===== src/rtl/inst_loader_pkg.sv =====
// inst_loader_pkg: state encoding and word/address constants shared by the program loader
package inst_loader_pkg;
    typedef enum logic [2:0] {IDLE, HDR0, HDR1, DATA, WRITE, DONE, ERROR, CSUM} state_t;
    localparam int WORD_BYTES = 4;
    localparam logic [31:0] ADDR_STEP = 32'd4;
endpackage


===== src/rtl/inst_loader_word_assembler.sv =====
// inst_loader_word_assembler: MSB-first byte shift register that packs four stream bytes into one word
module inst_loader_word_assembler import inst_loader_pkg::*; (
    input  logic        clock,
    input  logic        reset_n,
    input  logic [7:0]  byte_in,
    input  logic        shift_en,
    input  logic        clear,
    output logic [31:0] word_out,
    output logic        word_full
);
    logic [1:0] idx;

    assign word_full = shift_en && idx == 2'(WORD_BYTES - 1);

    always_ff @(posedge clock or negedge reset_n) begin
        if (!reset_n) begin
            word_out <= '0;
            idx      <= '0;
        end else if (clear) begin
            idx <= '0;
        end else if (shift_en) begin
            word_out <= {word_out[23:0], byte_in};
            idx      <= idx + 2'd1;
        end
    end
endmodule


===== src/rtl/inst_loader.sv =====
// inst_loader: boot-time loader turning a length-prefixed big-endian byte stream into instruction memory writes.
// Define INST_LOADER_CHECKSUM_EN to require a trailing XOR-of-data-bytes checksum byte.
module inst_loader import inst_loader_pkg::*; #(
    parameter logic [31:0] BASE_ADDR = 32'h0000_0000,
    parameter int          MAX_WORDS = 256
) (
    input  logic        clock,
    input  logic        reset_n,
    input  logic        start,
    input  logic        byte_valid,
    input  logic [7:0]  byte_data,
    output logic        byte_ready,
    output logic        inst_memory_load_enable,
    output logic [31:0] inst_memory_write_addr,
    output logic [31:0] inst_memory_write_data,
    output logic        PC_reset,
    output logic        busy,
    output logic        done,
    output logic        error,
    output logic [15:0] words_loaded
);
    state_t      state;
    logic [15:0] cnt;
    logic [31:0] addr;
    logic [31:0] word;
    logic        word_full;
    logic        xfer;
    logic [15:0] n_hdr;
`ifdef INST_LOADER_CHECKSUM_EN
    logic [7:0]  csum;
    localparam state_t FIN = CSUM;
`else
    localparam state_t FIN = DONE;
`endif

    assign byte_ready              = state inside {HDR0, HDR1, DATA, CSUM};
    assign busy                    = byte_ready || state == WRITE;
    assign done                    = state == DONE;
    assign error                   = state == ERROR;
    assign inst_memory_load_enable = state == WRITE;
    assign inst_memory_write_addr  = addr;
    assign inst_memory_write_data  = word;
    assign xfer                    = byte_valid && byte_ready;
    assign n_hdr                   = {cnt[15:8], byte_data};

    inst_loader_word_assembler u_asm (
        .clock     (clock),
        .reset_n   (reset_n),
        .byte_in   (byte_data),
        .shift_en  (state == DATA && byte_valid),
        .clear     (state == HDR0),
        .word_out  (word),
        .word_full (word_full)
    );

    always_ff @(posedge clock or negedge reset_n) begin
        if (!reset_n) begin
            state        <= IDLE;
            cnt          <= '0;
            addr         <= '0;
            words_loaded <= '0;
            PC_reset     <= 1'b1;
`ifdef INST_LOADER_CHECKSUM_EN
            csum         <= '0;
`endif
        end else begin
            // PC release lags DONE by one clock so the memory write settles first
            PC_reset <= state != DONE;
            case (state)
                IDLE, DONE, ERROR: if (start) begin
                    state        <= HDR0;
                    words_loaded <= '0;
                    addr         <= BASE_ADDR;
                    PC_reset     <= 1'b1;
`ifdef INST_LOADER_CHECKSUM_EN
                    csum         <= '0;
`endif
                end
                HDR0: if (xfer) begin
                    cnt[15:8] <= byte_data;
                    state     <= HDR1;
                end
                HDR1: if (xfer) begin
                    cnt[7:0] <= byte_data;
                    state    <= n_hdr == 16'd0 ? FIN : n_hdr > 16'(MAX_WORDS) ? ERROR : DATA;
                end
                DATA: if (xfer) begin
`ifdef INST_LOADER_CHECKSUM_EN
                    csum <= csum ^ byte_data;
`endif
                    if (word_full) state <= WRITE;
                end
                WRITE: begin
                    words_loaded <= words_loaded + 16'd1;
                    addr         <= addr + ADDR_STEP;
                    state        <= words_loaded + 16'd1 < cnt ? DATA : FIN;
                end
`ifdef INST_LOADER_CHECKSUM_EN
                CSUM: if (xfer) state <= byte_data == csum ? DONE : ERROR;
`endif
                default: state <= IDLE;
            endcase
        end
    end
endmodule


===== config.mk =====
export PLATFORM = sky130hd
export DESIGN_NAME = inst_loader
export DESIGN_NICKNAME = d
export VERILOG_FILES = /design/src/rtl/inst_loader_pkg.sv /design/src/rtl/inst_loader_word_assembler.sv /design/src/rtl/inst_loader.sv
export SDC_FILE = /design/constraint.sdc
export NUM_CORES = 1
export LEC_CHECK = 0
export ABC_AREA = 1
export CAP_MARGIN = 20
export CELL_PAD_IN_SITES_DETAIL_PLACEMENT = 1
export CELL_PAD_IN_SITES_GLOBAL_PLACEMENT = 2
export CORE_UTILIZATION = 33
export CTS_CLUSTER_DIAMETER = 100
export DETAILED_ROUTE_END_ITERATION = 8
export GPL_TIMING_DRIVEN = 1
export PLACE_DENSITY_LB_ADDON = 0.25
export SLEW_MARGIN = 20
export SYNTH_ARGS = -nofsm -noshare
export SYNTH_HDL_FRONTEND = slang
export SYNTH_SLANG_ARGS = --single-unit

===== constraint.sdc =====
create_clock -name clock -period 4.1 [get_ports clock]
set_clock_uncertainty 0.1 [all_clocks]
set_input_delay 0.82 -clock clock [delete_from_list [all_inputs] [get_ports clock]]
set_output_delay 0.82 -clock clock [all_outputs]
set_load 0.01 [all_outputs]

==> metrics.md, run 1 <==
| Metric | Value |
|---|---|
| Status | `completed` |
| Most common cell after layout, fill and taps aside | `nand2_1` |
| Gr usage total | `slightly above 20%` |
| TritonCTS buffer count | `9` |
| Slew headroom | `a little over half` |
| CTS tree | `yes` |
| Cell count after synthesis | `704` |
| Sink Count | `100` |
| # H-tree levels | `3` |
| Mapped Area | `around 0.0054 mm^2` |
| FP Rows | `46` |
| Power per cell area | `between 500 and 600 mW/mm^2` |
| Worst EP required | `3.18 ns` |
| Design area | `between 0.006 and 0.007 mm^2` |
| Post-synthesis mux area share | `0.184%` |
| Antenna cells | `0` |
| Die area | `between 0.015 and 0.02 mm^2` |
| Startpoint types | `flop` |
| Pleak | `around 3.2 nW` |
| Nets | `between 800 and 900` |
| Post-CTS setup buffers | `0` |
| Vias in the first global route | `5,286` |
| Post-route ant nets | `0` |
| Post-Synth XOR/XNOR Area | `under 10%` |
| Clk_lat worst skew | `about 0.35 ns` |
| DRT iter0 DRCs | `237` |
| WHS | `roughly 0.39 ns` |
| Mapped Avg Cell Area | `roughly 7.7 um^2` |
| Die height | `roughly 130 um` |
| Total grt overflow | `0` |
| Post-synth cell types | `42` |
| Commonest cells after routing, fill and taps aside | `nand2_1, inv_1, dfrtp_1, clkdlybuf4s50_1, o21ai_0` |
| Layout cells sized above 1 | `approximately 5%` |
| Design Power | `roughly 3.6 mW` |
| Hpwl dp | `11,800 um` |
| GPL Wtd Cong | `roughly 0.86` |
| Tmin final | `between 3 and 4 ns` |
| Die X | `between 100 and 150 um` |
| Flip-flop and latch count after synthesis | `100` |
| Crit path DAT | `2.16 ns` |
| Wire per inst | `15.8 um` |
| Initial Utilization | `34.0%` |
| Critical-path maximum fanout | `17` |
| Maxcap violations | `0` |
| Fmax | `about 320 MHz` |
| Core box area | `~0.016 mm^2` |
| Complex-gate fraction of the synthesized area | `between 10% and 20%` |
| First-pass DRT Iterations | `4` |
| Largest net degree at the start of global routing | `about 100` |
| Initial antenna violation count | `0` |
| Setup violators final | `0` |
| I/O pin count | `98` |
| Root Buffer | `clkbuf_16` |
| RSZ-0062 raised after global routing | `no` |
| Vias per cell | `roughly 4.9` |
| Slew Limit Fails | `0` |
| Main combinational cell family by area after synthesis | `simple AND/OR/NAND/NOR gates` |
| DR vias | `about 5,000` |
| Hold-fix buffer count after cts | `0` |
| Crit. End Element | `output port` |
| Min-Delay Path Class | `flop to flop` |
| Setup CP Type | `flop to output port` |
| Clock buffer depth | `2` |
| Simple-gate share of the synthesized area | `between 20% and 30%` |
| Fill cells | `about 2,000` |
| Count of input and output buffers | `95` |
| Maximum vdd drop | `~0.00026 V` |
| First-pass GRT wire length | `between 20,000 and 30,000 um` |
| Final Hold Vio Count | `0` |
| Yosys Warn Count | `0` |
| Placed insts | `between 1,000 and 1,500` |
| # DRC | `0` |
| Final TNS setup | `0 ns` |
| Placed cell area | `about 0.0066 mm^2` |
| Post-cts repair resize count | `0` |
| Total wire length | `16,100 um` |
| Syn-to-layout area delta | `26.7%` |
| Worst slew pin tran | `0.700 ns` |
| Final std cells w/o fill | `roughly 1,000` |
| CTS clk-pin slew, worst paths | `0.07 ns` |
| Seq/Total Area, Yosys | `a little under half` |
| Period utilization | `between 70% and 80%` |
| Synthesized-area fraction occupied by adder cells | `under 10%` |
-- per-layer routing --
layer	vias up	routed length [um]	global-route usage [%]
li1	2439	-	-
met1	2481	7530	27.4
met2	93	7750	34.0
met3	12	635	3.90
met4	0	183	5.68
met5	-	0	0
-- report_power, final --
group          switching, mW  leakage [nW]  internal, mW  total (mW)
Combinational          0.758          1.68         0.564        1.32
Sequential             0.204          1.33          1.23        1.43
Clock                  0.386         0.147         0.490       0.876
-- worst max-delay path: stages (launching register included) --
cell             delay, ns
dfrtp_1               0.46
nor2_2                0.25
inv_2                 0.11
nor2_8                0.28
nor2_1                0.11
inv_1                 0.06
clkdlybuf4s50_1       0.52
-- logic make-up after synthesis --
| family | Yosys count |
|---|---|
| other | 1 |
| buffers and inverters | 124 |
| adder cells (fa/ha/maj) | 18 |
| multiplexers | 1 |
| AND/OR/NAND/NOR | 325 |
| XOR/XNOR | 10 |
| AO/OA/AOI/OAI | 125 |
| flip-flops | 100 |
-- path summary, 6_finish.rpt --
kind / startpoint / endpoint / slack [ns] / depth (start not counted)
max in group asynchronous: reset_n / PC_reset$_DFF_PN1_ / 3.04 / 2
worst min-delay path: u_asm.idx[0]$_DFFE_PN0P_ / u_asm.idx[0]$_DFFE_PN0P_ / 0.39 / 1
min in group asynchronous: reset_n / words_loaded[11]$_DFFE_PN0P_ / 0.42 / 2
worst min register to register: u_asm.idx[0]$_DFFE_PN0P_ / u_asm.idx[0]$_DFFE_PN0P_ / 0.39 / 1
worst max register to register: words_loaded[0]$_DFFE_PN0P_ / state[2]$_DFFE_PN0P_ / 1.29 / 19
worst max-delay path: state[0]$_DFFE_PN0P_ / busy / 1.02 / 6
-- sequential cells by signal (all words and copies together) (netlist names) --
name	flops
u_asm.word_out	32
inst_memory_write_addr	30
cnt	16
words_loaded	16
state	3
u_asm.idx	2
PC_reset	1
-- layout make-up --
type                            instances  area, um^2  share of cell area [%]
Sequential cell                       100        2500                    36.3
Multi-Input combinational cell        481        2430                    35.3
Timing Repair Buffer                   99         991                    14.4
Inverter                              105         394                    5.72
Tap cell                              216         270                    3.92
Clock buffer                           12         246                    3.58
Clock inverter                          4        48.8                   0.708
-- through the flow --
step | utilization [%] | setup slack, ns
after floorplan | - | 1.64
after global placement | 41.2 | 1.35
after detailed placement | 41.2 | 1.24
after CTS | 43.1 | 0.979
after global routing | 43.1 | 0.871
final | 43.1 | 1.02
-- cells in the mapped netlist, drive strengths merged --
master  count  share of area [%]
nand2     210                 15
inv       105                7.3
dfrtp      99                 46
o21ai      82                7.8
nor2       49                4.1
nand3      36                3.5
a21oi      18                1.9
ha         18                4.1
nor3       15                1.6
buf        14                1.6
o22ai      14                1.6
nand4      11                1.3
xor2        9                1.5
clkbuf      5               0.35
a22oi       2               0.28
a31oi       2               0.23
nor4        2               0.51
o21bai      2               0.28
a22o        1               0.16
a32o        1               0.18
and2        1               0.12
conb        1              0.069
dfstp       1               0.48
mux2i       1               0.18
nor3b       1               0.35
o211ai      1               0.14
o21a        1               0.14
o31ai       1               0.14
xnor2       1               0.16
(Power assumes the default switching activity.)
==> run 2: changes to the inputs <==
--- a/config.mk
+++ b/config.mk
@@ -9,7 +9,7 @@
 export CAP_MARGIN = 20
 export CELL_PAD_IN_SITES_DETAIL_PLACEMENT = 1
 export CELL_PAD_IN_SITES_GLOBAL_PLACEMENT = 2
-export CORE_UTILIZATION = 33
+export CORE_UTILIZATION = 30
 export CTS_CLUSTER_DIAMETER = 100
 export DETAILED_ROUTE_END_ITERATION = 8
 export GPL_TIMING_DRIVEN = 1
==> constraint.sdc (replaced) <==
create_clock -name clock -period 2.95 [get_ports clock]
set_clock_uncertainty 0.1 [all_clocks]
set_input_delay 0.59 -clock clock [delete_from_list [all_inputs] [get_ports clock]]
set_output_delay 0.59 -clock clock [all_outputs]
set_load 0.01 [all_outputs]
==> run 2 against run 1 <==
Clock power is 39% higher. Non-clock buffer count up 5. Power grew 41%. Die area is 9.8% higher. Via count decreased by 0.56%. Count of clock-buffer cells in the layout shrank 3. First-iteration DRC count shrank 13%. Highest routed layer unchanged.
==> metrics.md, run 2 (same netlist as run 1, synthesis figures left out) <==
| Metric | Value |
|---|---|
| Slew headroom | `56.7% (+3.5 points)` |
| Initial Utilization | `31.1% (-2.9 points)` |
| Pleak | `3.17 nW (+0.59%)` |
| Register-to-Register Path Depth | `15 (-4)` |
| Crit path DAT | `2.79 ns (+0.63 ns)` |
| Slew Limit Fails | `0 (unchanged)` |
| CP delay by family, top | `simple AND/OR/NAND/NOR gates` |
| RSZ-0062 raised after global routing | `no` |
| Vias in the first global route | `5,247 (-0.74%)` |
| First-pass GRT wire length | `27,500 um (+2.7%)` |
| Commonest cells after routing, fill and taps aside | `nand2_1, inv_1, dfrtp_1, clkdlybuf4s50_1, o21ai_0` |
| Power per cell area | `734 mW/mm^2 (+39%)` |
| Total wire length | `16,500 um (+2.2%)` |
| Slowest CP cell | `dfrtp_1` |
| Wire per inst | `16.0 um (+0.92%)` |
| I/O pin count | `98 (unchanged)` |
| Worst EP required | `3.10 ns (-0.08 ns)` |
| Min-Delay Path Class | `primary input to asynchronous set/reset pin` |
| Clock buffer depth | `2 (unchanged)` |
| Die height | `137 um (+4.8%)` |
| Setup WS post-layout | `0.309 ns (-0.708 ns)` |
| Worst r2r dst | `state[2]$_DFFE_PN0P_` |
| Fill cells | `2,146 (+7.0%)` |
| DRT iter0 DRCs | `206 (-13%)` |
| # DRC | `0 (unchanged)` |
| GPL Wtd Cong | `0.834 (-2.8%)` |
| CTS tree | `yes` |
| CTS clk-pin slew, worst paths | `0.07 ns (about the same)` |
| Initial antenna violation count | `0 (unchanged)` |
| Total grt overflow | `0 (unchanged)` |
| Pre-CTS WS | `0.147 ns (-1.09 ns)` |
| Worst Setup EP | `state[2]$_DFFE_PN0P_` |
| DR vias | `4,997 (-0.56%)` |
| TritonCTS buffer count | `9 (unchanged)` |
| Crit path buffers/inverters | `1 (-2)` |
| Root Buffer | `clkbuf_16` |
| Vias per cell | `4.85 (-1.8%)` |
| Post-route ant nets | `0 (unchanged)` |
| Clk_lat worst skew | `0.35 ns (about the same)` |
| Core box area | `0.0175 mm^2 (+9.2%)` |
| Hpwl dp | `12,500 um (+5.5%)` |
| Nets | `831 (+0.61%)` |
| Maximum vdd drop | `0.000378 V (+43%)` |
| Period utilization | `89.5%` |
| Crit. End Element | `flop` |
| Max reg flops | `32 (unchanged)` |
| R2r setup slk | `0.31 ns (-0.98 ns)` |
| Hold-fix buffer count after cts | `0 (unchanged)` |
| Critical-path maximum fanout | `5 (-12)` |
| Syn-to-layout area delta | `27.9%` |
| First-pass DRT Iterations | `4 (unchanged)` |
| FP Rows | `48 (+4.3%)` |
| Layout cells sized above 1 | `6.21% (+1.1 points)` |
| Setup violators final | `0 (unchanged)` |
| Sink Count | `100 (unchanged)` |
| Maxcap violations | `0 (unchanged)` |
| Design Power | `5.11 mW (+41%)` |
| Largest register by flop count | `u_asm.word_out` |
| Die area | `0.0187 mm^2 (+9.8%)` |
| Final std cells w/o fill | `1,030 (+1.3%)` |
| Gr usage total | `19.0% (-1.5 points)` |
| Final TNS setup | `0 ns (unchanged)` |
| Most common cell after layout, fill and taps aside | `nand2_1` |
| Placed insts | `1,015 (+1.4%)` |
| Startpoint types | `flop` |
| Fmax | `379 MHz` |
| Die X | `137 um (+4.8%)` |
| Setup CP Type | `flop to flop` |
| Count of input and output buffers | `95 (unchanged)` |
| Largest net degree at the start of global routing | `50 (-50%)` |
| R2r startpoint | `words_loaded[4]$_DFFE_PN0P_` |
| # H-tree levels | `3 (unchanged)` |
| Most used cell, CP | `nand2_1` |
| CP max stage delay | `0.42 ns (-0.10 ns)` |
| Status | `completed` |
| Levels on crit path | `15 (+9)` |
| Tmin final | `~2.6 ns` |
| Worst slew pin tran | `0.648 ns (-0.0521 ns)` |
| Antenna cells | `0 (unchanged)` |
| Crit-path cells | `inv_1 > nor4_4 > nand2_1 > nor2_1 > nand2_1 > and2_1 > ha_1 > a21oi_1 > o21ai_0 > nor2_1 > nand2_1 > nand2_1 > nand2_1 > nand2_1 > nand2_1` |
| Critical Path Start | `words_loaded[4]$_DFFE_PN0P_` |
| Final Hold Vio Count | `0 (unchanged)` |
| Fin util | `39.8% (-3.3 points)` |
run 2: area by class of cell:
class	count	area, um^2	share of cell area, %
inverter	105	394	5.67
timing repair buffer	104	1030	14.8
multi-input combinational	481	2450	35.2
tap	225	282	4.05
sequential	100	2500	36.0
clock buffer	9	225	3.24
clock inverter	6	72.6	1.04
run 2: how the worst min path moves through the flow:
stage	from	endpoint	slack (ns)
CTS	reset_n	words_loaded[7]$_DFFE_PN0P_	0.11
finish	reset_n	words_loaded[7]$_DFFE_PN0P_	0.1
global placement	u_asm.idx[0]$_DFFE_PN0P_	u_asm.idx[0]$_DFFE_PN0P_	0.37
detailed placement	u_asm.word_out[31]$_DFFE_PN0P_	u_asm.word_out[31]$_DFFE_PN0P_	0.36
floorplan	reset_n	cnt[0]$_DFFE_PN0P_	0.19
global route	reset_n	words_loaded[7]$_DFFE_PN0P_	0.13
run 2: report_power, final:
group | switching (mW) | leakage, nW | total, mW | internal (mW)
Sequential | 0.259 | 1.33 | 1.97 | 1.71
Combinational | 1.11 | 1.70 | 1.92 | 0.810
Clock | 0.558 | 0.142 | 1.22 | 0.663
Total | 1.92 | 3.17 | 5.11 | 3.18
run 2: metrics by stage:
stage	cell area (um^2)	hold slack, ns
final	6950	0.0970
after global routing	6950	0.130
after CTS	6940	0.112
after detailed placement	6640	0.364
after global placement	6640	0.367
after floorplan	5440	0.194
run 2: what timing repair did:
action	4_1_cts	5_1_grt
buffers inserted	0	0
endpoints found under the setup margin	0	2
gates resized for setup	0	5
run 2: per-layer routing:
layer | part of all wire (%) | wire [um] | global-route usage, % | vias up
met5 | 0 | 0 | 0 | -
met1 | 48 | 7830 | 25.4 | 2434
met3 | 5.1 | 837 | 4.11 | 14
met2 | 46 | 7560 | 30.5 | 97
li1 | - | - | - | 2452
met4 | 1.4 | 225 | 6.30 | 0
